### src/rtl/vita49_pack_v2.sv
// VITA-49 IF-data packetiser: wraps a 32-bit AXI-Stream sample stream into
// packets of header, stream ID, optional TSI/TSF timestamp, payload and an
// optional trailer. It also provides a passthrough mode and a sticky status word.
module vita49_pack_v2 #(
  parameter int PKT_SIZE_W = 16,
  parameter int WTP_W      = 32,
  parameter int TS_EN      = 1,
  parameter int TRAILER_EN = 1
) (
  input  logic                  AXIS_ACLK,
  input  logic                  AXIS_ARESET,
  input  logic [31:0]           S_AXIS_TDATA,
  input  logic                  S_AXIS_TVALID,
  output logic                  S_AXIS_TREADY,
  output logic [31:0]           M_AXIS_TDATA,
  output logic                  M_AXIS_TVALID,
  output logic                  M_AXIS_TLAST,
  input  logic                  M_AXIS_TREADY,
  input  logic [31:0]           ctrl,
  output logic [31:0]           status,
  input  logic [31:0]           streamID,
  input  logic [PKT_SIZE_W-1:0] pkt_size,
  input  logic [WTP_W-1:0]      words_to_pack,
  input  logic [31:0]           timestamp_sec,
  input  logic [63:0]           timestamp_fsec
);

  localparam int         OVH     = 2 + ((TS_EN != 0) ? 3 : 0) + ((TRAILER_EN != 0) ? 1 : 0);
  localparam logic       TR_BIT  = (TRAILER_EN != 0);
  localparam logic [1:0] TS_BITS = (TS_EN != 0) ? 2'b01 : 2'b00;

  typedef enum logic [2:0] {
    IDLE, HDR, SID, TSI, TSF_HI, TSF_LO, PAYLOAD, TRAILER
  } state_t;

  state_t                state, next_state, after_pkt;
  logic [31:0]           sid_r, sec_r;
  logic [63:0]           fsec_r;
  logic [PKT_SIZE_W-1:0] psize_r, pay_cnt, plen;
  logic [WTP_W-1:0]      remaining_r, rem_after;
  logic                  cont_r, busy_r, done_r, cfg_err_r;
  logic [3:0]            pkt_cnt;
  logic [15:0]           sent_cnt, hdr_len;
  logic [31:0]           hdr_word;
  logic                  hs, pkt_end, pay_last, final_pkt, start_req, cfg_bad;

  // Payload length of the current packet: a full packet, or whatever is left of a finite run
  always_comb begin
    plen = psize_r;
    if (!cont_r && remaining_r < WTP_W'(psize_r))
      plen = PKT_SIZE_W'(remaining_r);
  end

  assign final_pkt = !cont_r && (remaining_r <= WTP_W'(psize_r));
  assign rem_after = remaining_r - WTP_W'(plen);
  assign pay_last  = (pay_cnt == plen - PKT_SIZE_W'(1));
  assign hdr_len   = 16'(OVH) + 16'(plen);
  assign hdr_word  = {4'b0001, 1'b0, TR_BIT, 2'b00, TS_BITS, TS_BITS, pkt_cnt, hdr_len};
  assign start_req = (state == IDLE) && ctrl[0] && !ctrl[2] && !done_r;
  assign cfg_bad   = (pkt_size == '0) || ((64'(pkt_size) + 64'(OVH)) > 64'd65535);
  assign after_pkt = (!final_pkt && ctrl[0]) ? HDR : IDLE;
  assign hs        = M_AXIS_TVALID && M_AXIS_TREADY;
  assign pkt_end   = hs && M_AXIS_TLAST;
  assign status    = {sent_cnt, 8'h00, pkt_cnt, 1'b0, cfg_err_r, done_r, busy_r};

  // State register; soft reset returns to IDLE even mid-packet
  always_ff @(posedge AXIS_ACLK or posedge AXIS_ARESET) begin
    if (AXIS_ARESET)
      state <= IDLE;
    else if (ctrl[1])
      state <= IDLE;
    else
      state <= next_state;
  end

  // Next-state and output mux; every word advances only on a sink handshake
  always_comb begin
    next_state    = state;
    M_AXIS_TDATA  = '0;
    M_AXIS_TVALID = 1'b0;
    M_AXIS_TLAST  = 1'b0;
    S_AXIS_TREADY = 1'b0;
    case (state)
      IDLE: begin
        if (ctrl[2]) begin
          M_AXIS_TDATA  = S_AXIS_TDATA;
          M_AXIS_TVALID = S_AXIS_TVALID;
          S_AXIS_TREADY = M_AXIS_TREADY;
        end else if (start_req && !cfg_bad) begin
          next_state = HDR;
        end
      end
      HDR: begin
        M_AXIS_TDATA  = hdr_word;
        M_AXIS_TVALID = 1'b1;
        if (M_AXIS_TREADY) next_state = SID;
      end
      SID: begin
        M_AXIS_TDATA  = sid_r;
        M_AXIS_TVALID = 1'b1;
        if (M_AXIS_TREADY) next_state = (TS_EN != 0) ? TSI : PAYLOAD;
      end
      TSI: begin
        M_AXIS_TDATA  = sec_r;
        M_AXIS_TVALID = 1'b1;
        if (M_AXIS_TREADY) next_state = TSF_HI;
      end
      TSF_HI: begin
        M_AXIS_TDATA  = fsec_r[63:32];
        M_AXIS_TVALID = 1'b1;
        if (M_AXIS_TREADY) next_state = TSF_LO;
      end
      TSF_LO: begin
        M_AXIS_TDATA  = fsec_r[31:0];
        M_AXIS_TVALID = 1'b1;
        if (M_AXIS_TREADY) next_state = PAYLOAD;
      end
      PAYLOAD: begin
        M_AXIS_TDATA  = S_AXIS_TDATA;
        M_AXIS_TVALID = S_AXIS_TVALID;
        S_AXIS_TREADY = M_AXIS_TREADY;
        M_AXIS_TLAST  = !TR_BIT && pay_last;
        if (S_AXIS_TVALID && M_AXIS_TREADY && pay_last)
          next_state = TR_BIT ? TRAILER : after_pkt;
      end
      TRAILER: begin
        M_AXIS_TDATA  = {31'b0, final_pkt};
        M_AXIS_TVALID = 1'b1;
        M_AXIS_TLAST  = 1'b1;
        if (M_AXIS_TREADY) next_state = after_pkt;
      end
      default: next_state = IDLE;
    endcase
  end

  // Run configuration, timestamps, counters and sticky status flags
  always_ff @(posedge AXIS_ACLK or posedge AXIS_ARESET) begin
    if (AXIS_ARESET) begin
      sid_r <= '0; psize_r <= '0; remaining_r <= '0; cont_r <= 1'b0;
      sec_r <= '0; fsec_r <= '0; pay_cnt <= '0; pkt_cnt <= '0; sent_cnt <= '0;
      busy_r <= 1'b0; done_r <= 1'b0; cfg_err_r <= 1'b0;
    end else if (ctrl[1]) begin
      sid_r <= '0; psize_r <= '0; remaining_r <= '0; cont_r <= 1'b0;
      sec_r <= '0; fsec_r <= '0; pay_cnt <= '0; pkt_cnt <= '0; sent_cnt <= '0;
      busy_r <= 1'b0; done_r <= 1'b0; cfg_err_r <= 1'b0;
    end else begin
      if (state == IDLE && !ctrl[0])
        done_r <= 1'b0;
      if (start_req) begin
        if (cfg_bad) begin
          cfg_err_r <= 1'b1;
        end else begin
          sid_r       <= streamID;
          psize_r     <= pkt_size;
          remaining_r <= words_to_pack;
          cont_r      <= (words_to_pack == '0);
          pay_cnt     <= '0;
          cfg_err_r   <= 1'b0;
          busy_r      <= 1'b1;
          done_r      <= 1'b0;
        end
      end
      if (next_state == HDR && state != HDR) begin
        sec_r  <= timestamp_sec;
        fsec_r <= timestamp_fsec;
      end
      if (state == PAYLOAD && hs)
        pay_cnt <= pay_last ? '0 : pay_cnt + PKT_SIZE_W'(1);
      if (pkt_end) begin
        pkt_cnt  <= pkt_cnt + 4'd1;
        sent_cnt <= sent_cnt + 16'd1;
        if (!cont_r)
          remaining_r <= rem_after;
        if (next_state == IDLE) begin
          done_r <= 1'b1;
          busy_r <= 1'b0;
        end
      end
    end
  end

endmodule

### config.mk
export PLATFORM = sky130hd
export DESIGN_NAME = vita49_pack_v2
export DESIGN_NICKNAME = d
export VERILOG_FILES = /design/src/rtl/vita49_pack_v2.sv
export SDC_FILE = /design/constraint.sdc
export NUM_CORES = 1
export LEC_CHECK = 0
export ABC_CLOCK_PERIOD_IN_PS = 18900
export CAP_MARGIN = 25
export CORE_MARGIN = 5
export CORE_UTILIZATION = 35
export CTS_BUF_LIST = sky130_fd_sc_hd__clkbuf_8
export CTS_CLUSTER_SIZE = 8
export DETAILED_ROUTE_END_ITERATION = 10
export GPL_TIMING_DRIVEN = 0
export PLACE_DENSITY = 0.6
export SYNTH_ARGS = -nofsm -noshare
export SYNTH_HDL_FRONTEND = slang
export SYNTH_SLANG_ARGS = --single-unit
### constraint.sdc
create_clock -name AXIS_ACLK -period 18.9 [get_ports AXIS_ACLK]
set_input_delay 2.835 -clock AXIS_ACLK [delete_from_list [all_inputs] [get_ports AXIS_ACLK]]
set_output_delay 2.835 -clock AXIS_ACLK [all_outputs]
set_load 0.02 [all_outputs]
# [Word level (Yosys, flattened, before mapping)]
# Index checks and enable logic that the tools add are counted.
[word_totals] inputBits=244 output_inout_bits=67 word_cells=128 ff_bits=219
[classes] n_lt_le_gt_ge=3 add_sub_neg=7 reduce_logical=32 eq_ne=12 mux=61
[ops] operator="$mux W32" n=11
[ops] operator="$pmux W32 S8" n=1
[ops] operator="$mux W16" n=11
[ops] operator="$mux W64" n=2
[ops] operator="$add A16 B1 Y16 const B" n=2
[ops] operator="$le A32 B16 Y1" n=1
[ops] operator="$logic_not A32 Y1" n=1
[ops] operator="$lt A32 B16 Y1" n=1
[ops] operator="$sub A32 B16 Y32" n=1
[ops] operator="$mux W3" n=10
[ops] operator="$pmux W3 S8" n=1
[ops] operator="$mux W1" n=21
[ops] operator="$add A16 B3 Y17 const B" n=1
[ops] operator="$gt A17 B16 Y1 const B" n=1
[ops] operator="$add A3 B16 Y16 const A" n=1
[ops] operator="$eq A16 B16 Y1" n=1
[ops] operator="$logic_not A16 Y1" n=1
[ops] operator="$sub A16 B1 Y16 const B" n=1
[ops] operator="$logic_and A1 B1 Y1" n=14
[ops] operator="$eq A3 B3 Y1 const B" n=4
[ops] operator="$mux W4" n=2
[ops] operator="$eq A3 B1 Y1 const B" n=2
[ops] operator="$eq A3 B2 Y1 const B" n=2
[ops] operator="$logic_not A1 Y1" n=6
[ops] operator="other kinds (12)" n=16

# [Depth between registers and ports, before layout]
[logic_depth] depth_word=12 ltp_mapped=27 depth_no_buf=23

# [Worst setup path before layout]
# OpenSTA, ideal clock, no wires.
[synth_path] kind="input -> output" startpoint="in ctrl[2]" endpoint="out M_AXIS_TDATA[21]" stages=5 arrival_ps=3885 path_slack_ps=12180 path_cell_list="nand2_1 a21oi_1 clkbuf_1 nand2_1 o21ai_0"
[synth_between] elab_chain_len=2
[synth_lines] element="start: declaration" line_no="19" source="input logic [31:0] ctrl,"
[synth_lines] element="$mux W32" line_no="85" source="if (ctrl[2]) begin"
[synth_lines] element="$pmux W32 S8" line_no="83" source="case (state)"
[synth_lines] element="end: declaration" line_no="15" source="output logic [31:0] M_AXIS_TDATA,"
# Every way passes these cells.

# [Worst setup path after layout]
[layout_path] startpoint="reg remaining_r[15]" endpoint="out M_AXIS_TDATA[2]"
[layout_between] elab_chain_len=5
[layout_lines] element="start: declaration" line_no="40" source="logic [WTP_W-1:0] remaining_r, rem_after;"
[layout_lines] element="start signal: assignment" line_no="155" source="remaining_r <= words_to_pack;"
[layout_lines] element="start signal: assignment" line_no="173" source="remaining_r <= rem_after;"
[layout_lines] element="$lt A32 B16 Y1" line_no="50" source="if (!cont_r && remaining_r < WTP_W'(psize_r))"
[layout_lines] element="$logic_and A1 B1 Y1" line_no="50"
[layout_lines] element="$mux W16" line_no="50"
[layout_lines] element="$add A3 B16 Y16" line_no="57" source="assign hdr_len = 16'(OVH) + 16'(plen);"
[layout_lines] element="$pmux W32 S8" line_no="83"
# Every way passes these cells.

==> metrics.txt <==
Routed Antenna Nets=0; Clock transition at path regs=0.06 ns; leak pwr=7.69 nW; # resized after CTS=0; Worst-Skew Late Latency=0.62 ns; power consumption=1.56 mW; Fmax=0.106 GHz; Async SR Flop Fraction=100%; # nets final=2282; first-pass GRT wire length=89600 um; WP data arrival=6.60 ns; Storage cell area=5480 um^2; minimum clock period=9.44 ns; Flop pwr share=33.6%; CP cell instances=ha_1 > nand4_1 > nor3_1 > o2111ai_1 > and3_1 > buf_6 > nand2_8 > buf_6 > clkbuf_1 > buf_1 > mux2i_1 > ha_1 > inv_1 > a22oi_1 > o211ai_1 > clkdlybuf4s50_1; post-DP HPWL=45700 um; cts bufs inserted=44; cell-internal power=967 uW; PD cells=85.7 nW/um^2; area of the multi-input gates=7850 um^2; CP Max Fanout=10; DIE HEIGHT=210 um; remaining global-route overflow=0; Hold Slack=0.521 ns; Final Non-Filler Cells=2552; Slew Limit Fails=0; Port Buffers=270; 1st-iter DRT viols=1468; Starting Density=35.2%; synth top area cells=dfrtp_1 (39%), nand2_1 (8.3%), a21oi_1 (6.5%); post-synth top area cell=dfrtp_1; ratio of cells with drive above 1 in the final layout=5.82%; Slew HR=27.3%; GRT Util Overall=26.3%; Post-CTS Setup Bufs=0; Slowest cell on crit path=mux2i_1; mapped cell area=14000 um^2; first-pass detailed-route iteration total=6; Post-Route WL=59500 um; Synth Register Bits=219; EDFF count, synth=0; VDD IR max=0.0000417 V; top-area cell type share of the netlist area=39.2%; final cell utilization of the core=46.0%; actual slew at the worst max-slew pin=1.09 ns; worst setup margin=9.46 ns; reg2reg setup slack=11.65 ns; TritonCTS Sinks=219; vias after detailed routing=14.3k; P_sw=596 uW; synthesized area per cell=8.36 um^2; Setup Viol. Count Final=0; Final Cycle Share=49.9%; die footprint=44000 um^2; Seq/Total Area, Yosys=39.2%; dpl cell area=17400 um^2; Worst Setup Path Type=flip-flop to primary output; combinational power share=36.0%; vias in the first global route=14.4k; sw frac=38.1%; dpl ws=10.20 ns; largest net degree at the start of global routing=126; TritonCTS clock tree=yes; Syn Inst Count=1671; cts hold-fix bufs=0; Row Count=73; Vias/cell=5.61; Die Width=210 um; Post-Place Cells=2477; yosys warns=0; Setup Total Neg Slack=0 ns; CTS root buffer=clkbuf_8; Setup Skew=0.0273 ns; status=complete, no violations; initial antenna violation count=1; final hold vios=0; Max clock buf depth=3; Worst EP required=16.07 ns; CP endpoint kind=primary output; WL/cell=23.3 um; fillcell total=4043; max cap viols=0; Clock power frac=30.4%; crit path launch type=flip-flop; htree depth=2; core area=39600 um^2; Yosys cell types=68; # DRC=0; RSZ-0062 raised after global routing=no; fin area=18200 um^2; Max stage delay on crit path=0.79 ns; # IOs=311; area added between synthesis and finish=30.6%; worst min path class=flip-flop to flip-flop; Final Wtd Congestion=0.936; ys flop type=dfrtp_1
-- placed cells by master (no fill, tap or decap), types with 11 or more instances in the layout --
master / n
a211oi_1: 17
a21o_1: 21
a21oi_1: 181
a221oi_1: 19
a222oi_1: 15
a22oi_1: 14
buf_4: 13
clkbuf_1: 88
clkbuf_8: 52
clkdlybuf4s50_1: 270
dfrtp_1: 219
ha_1: 38
inv_1: 57
mux2_2: 20
mux2i_1: 88
nand2_1: 309
nand2b_1: 11
nand3_1: 46
nand4_1: 22
nor2_1: 151
nor2b_1: 18
nor3_1: 29
nor4_1: 18
o211ai_1: 16
o21ai_0: 63
or3_1: 30
xnor2_1: 30
xor2_1: 30
-- synth_stat cells, types with 11 or more instances --
master,count
nand2_1,309
dfrtp_1,219
a21oi_1,181
nor2_1,151
clkbuf_1,88
mux2i_1,88
o21ai_0,63
nand3_1,46
inv_1,41
ha_1,38
or3_1,30
xnor2_1,30
xor2_1,30
nor3_1,29
nand4_1,22
a21o_1,21
mux2_2,20
a221oi_1,19
nor2b_1,18
nor4_1,18
a211oi_1,17
o211ai_1,16
a222oi_1,15
a22oi_1,14
buf_4,13
nand2b_1,11
-- per-layer routing --
layer  GRT usage, %  share of wire (%)
met5              0              0.022
met4           7.29                2.5
met3           4.90                7.8
met2           43.7                 48
met1           35.2                 42
-- power by group through the flow --
stage,logic [mW],registers [mW],clock network (mW)
finish,0.563,0.524,0.475
global route,0.604,0.527,0.504
CTS,0.557,0.524,0.486
detailed placement,0.554,0.531,0
global placement,0.553,0.531,0
floorplan,0.340,0.521,0
-- final cells by class --
cell class	count	share of cell area, %
Multi-Input combinational cell	1303	43.1
Tap cell	525	3.60
Buffer	115	2.77
Antenna cell	1	0.0137
Sequential cell	219	30.1
Timing Repair Buffer	274	15.1
Clock buffer	52	3.92
Clock inverter	21	0.556
Inverter	42	0.906
-- flip-flops by register name (all words and copies together) (netlist names), 3 cells and up --
register / count
remaining_r: 32
pkt_cnt: 4
pay_cnt: 16
sent_cnt: 16
state: 3
sid_r: 32
psize_r: 16
sec_r: 32
fsec_r: 64
-- worst max-delay path: cells and delay by family, from the launching register on --
family / cells / cell delay (ns)
compound gates: 3 / 0.74
fa+ha+maj: 2 / 0.77
buf+inv: 6 / 1.98
flops: 1 / 0.50
mux: 1 / 0.79
simple gates: 4 / 1.18
-- cells by family (layout without fill, tap and decap cells) --
| family | after synthesis | after routing | synth area share (%) |
|---|---|---|---|
| AO/OA/AOI/OAI | 403 | 403 | 17.9 |
| XOR/XNOR | 60 | 60 | 3.76 |
| adder cells (fa/ha/maj) | 40 | 40 | 3.62 |
| buffers and inverters | 157 | 504 | 4.74 |
| flip-flops | 219 | 219 | 39.2 |
| multiplexers | 116 | 116 | 8.97 |
| other | 1 | 10 | 0.0269 |
| AND/OR/NAND/NOR | 675 | 675 | 21.7 |
-- worst paths after layout --
kind / start / endpoint / depth (start not counted)
max reg2reg: remaining_r[15]$_DFF_PP0_ / remaining_r[29]$_DFF_PP0_ / 23
min in group asynchronous: AXIS_ARESET / sid_r[24]$_DFFE_PP0P_ / 2
max in group asynchronous: AXIS_ARESET / psize_r[9]$_DFFE_PP0P_ / 3
min: fsec_r[18]$_DFFE_PP0P_ / fsec_r[18]$_DFFE_PP0P_ / 2
max: remaining_r[15]$_DFF_PP0_ / M_AXIS_TDATA[2] / 16
min reg2reg: fsec_r[18]$_DFFE_PP0P_ / fsec_r[18]$_DFFE_PP0P_ / 2
No activity file was read; power rests on OpenSTA's default activity.
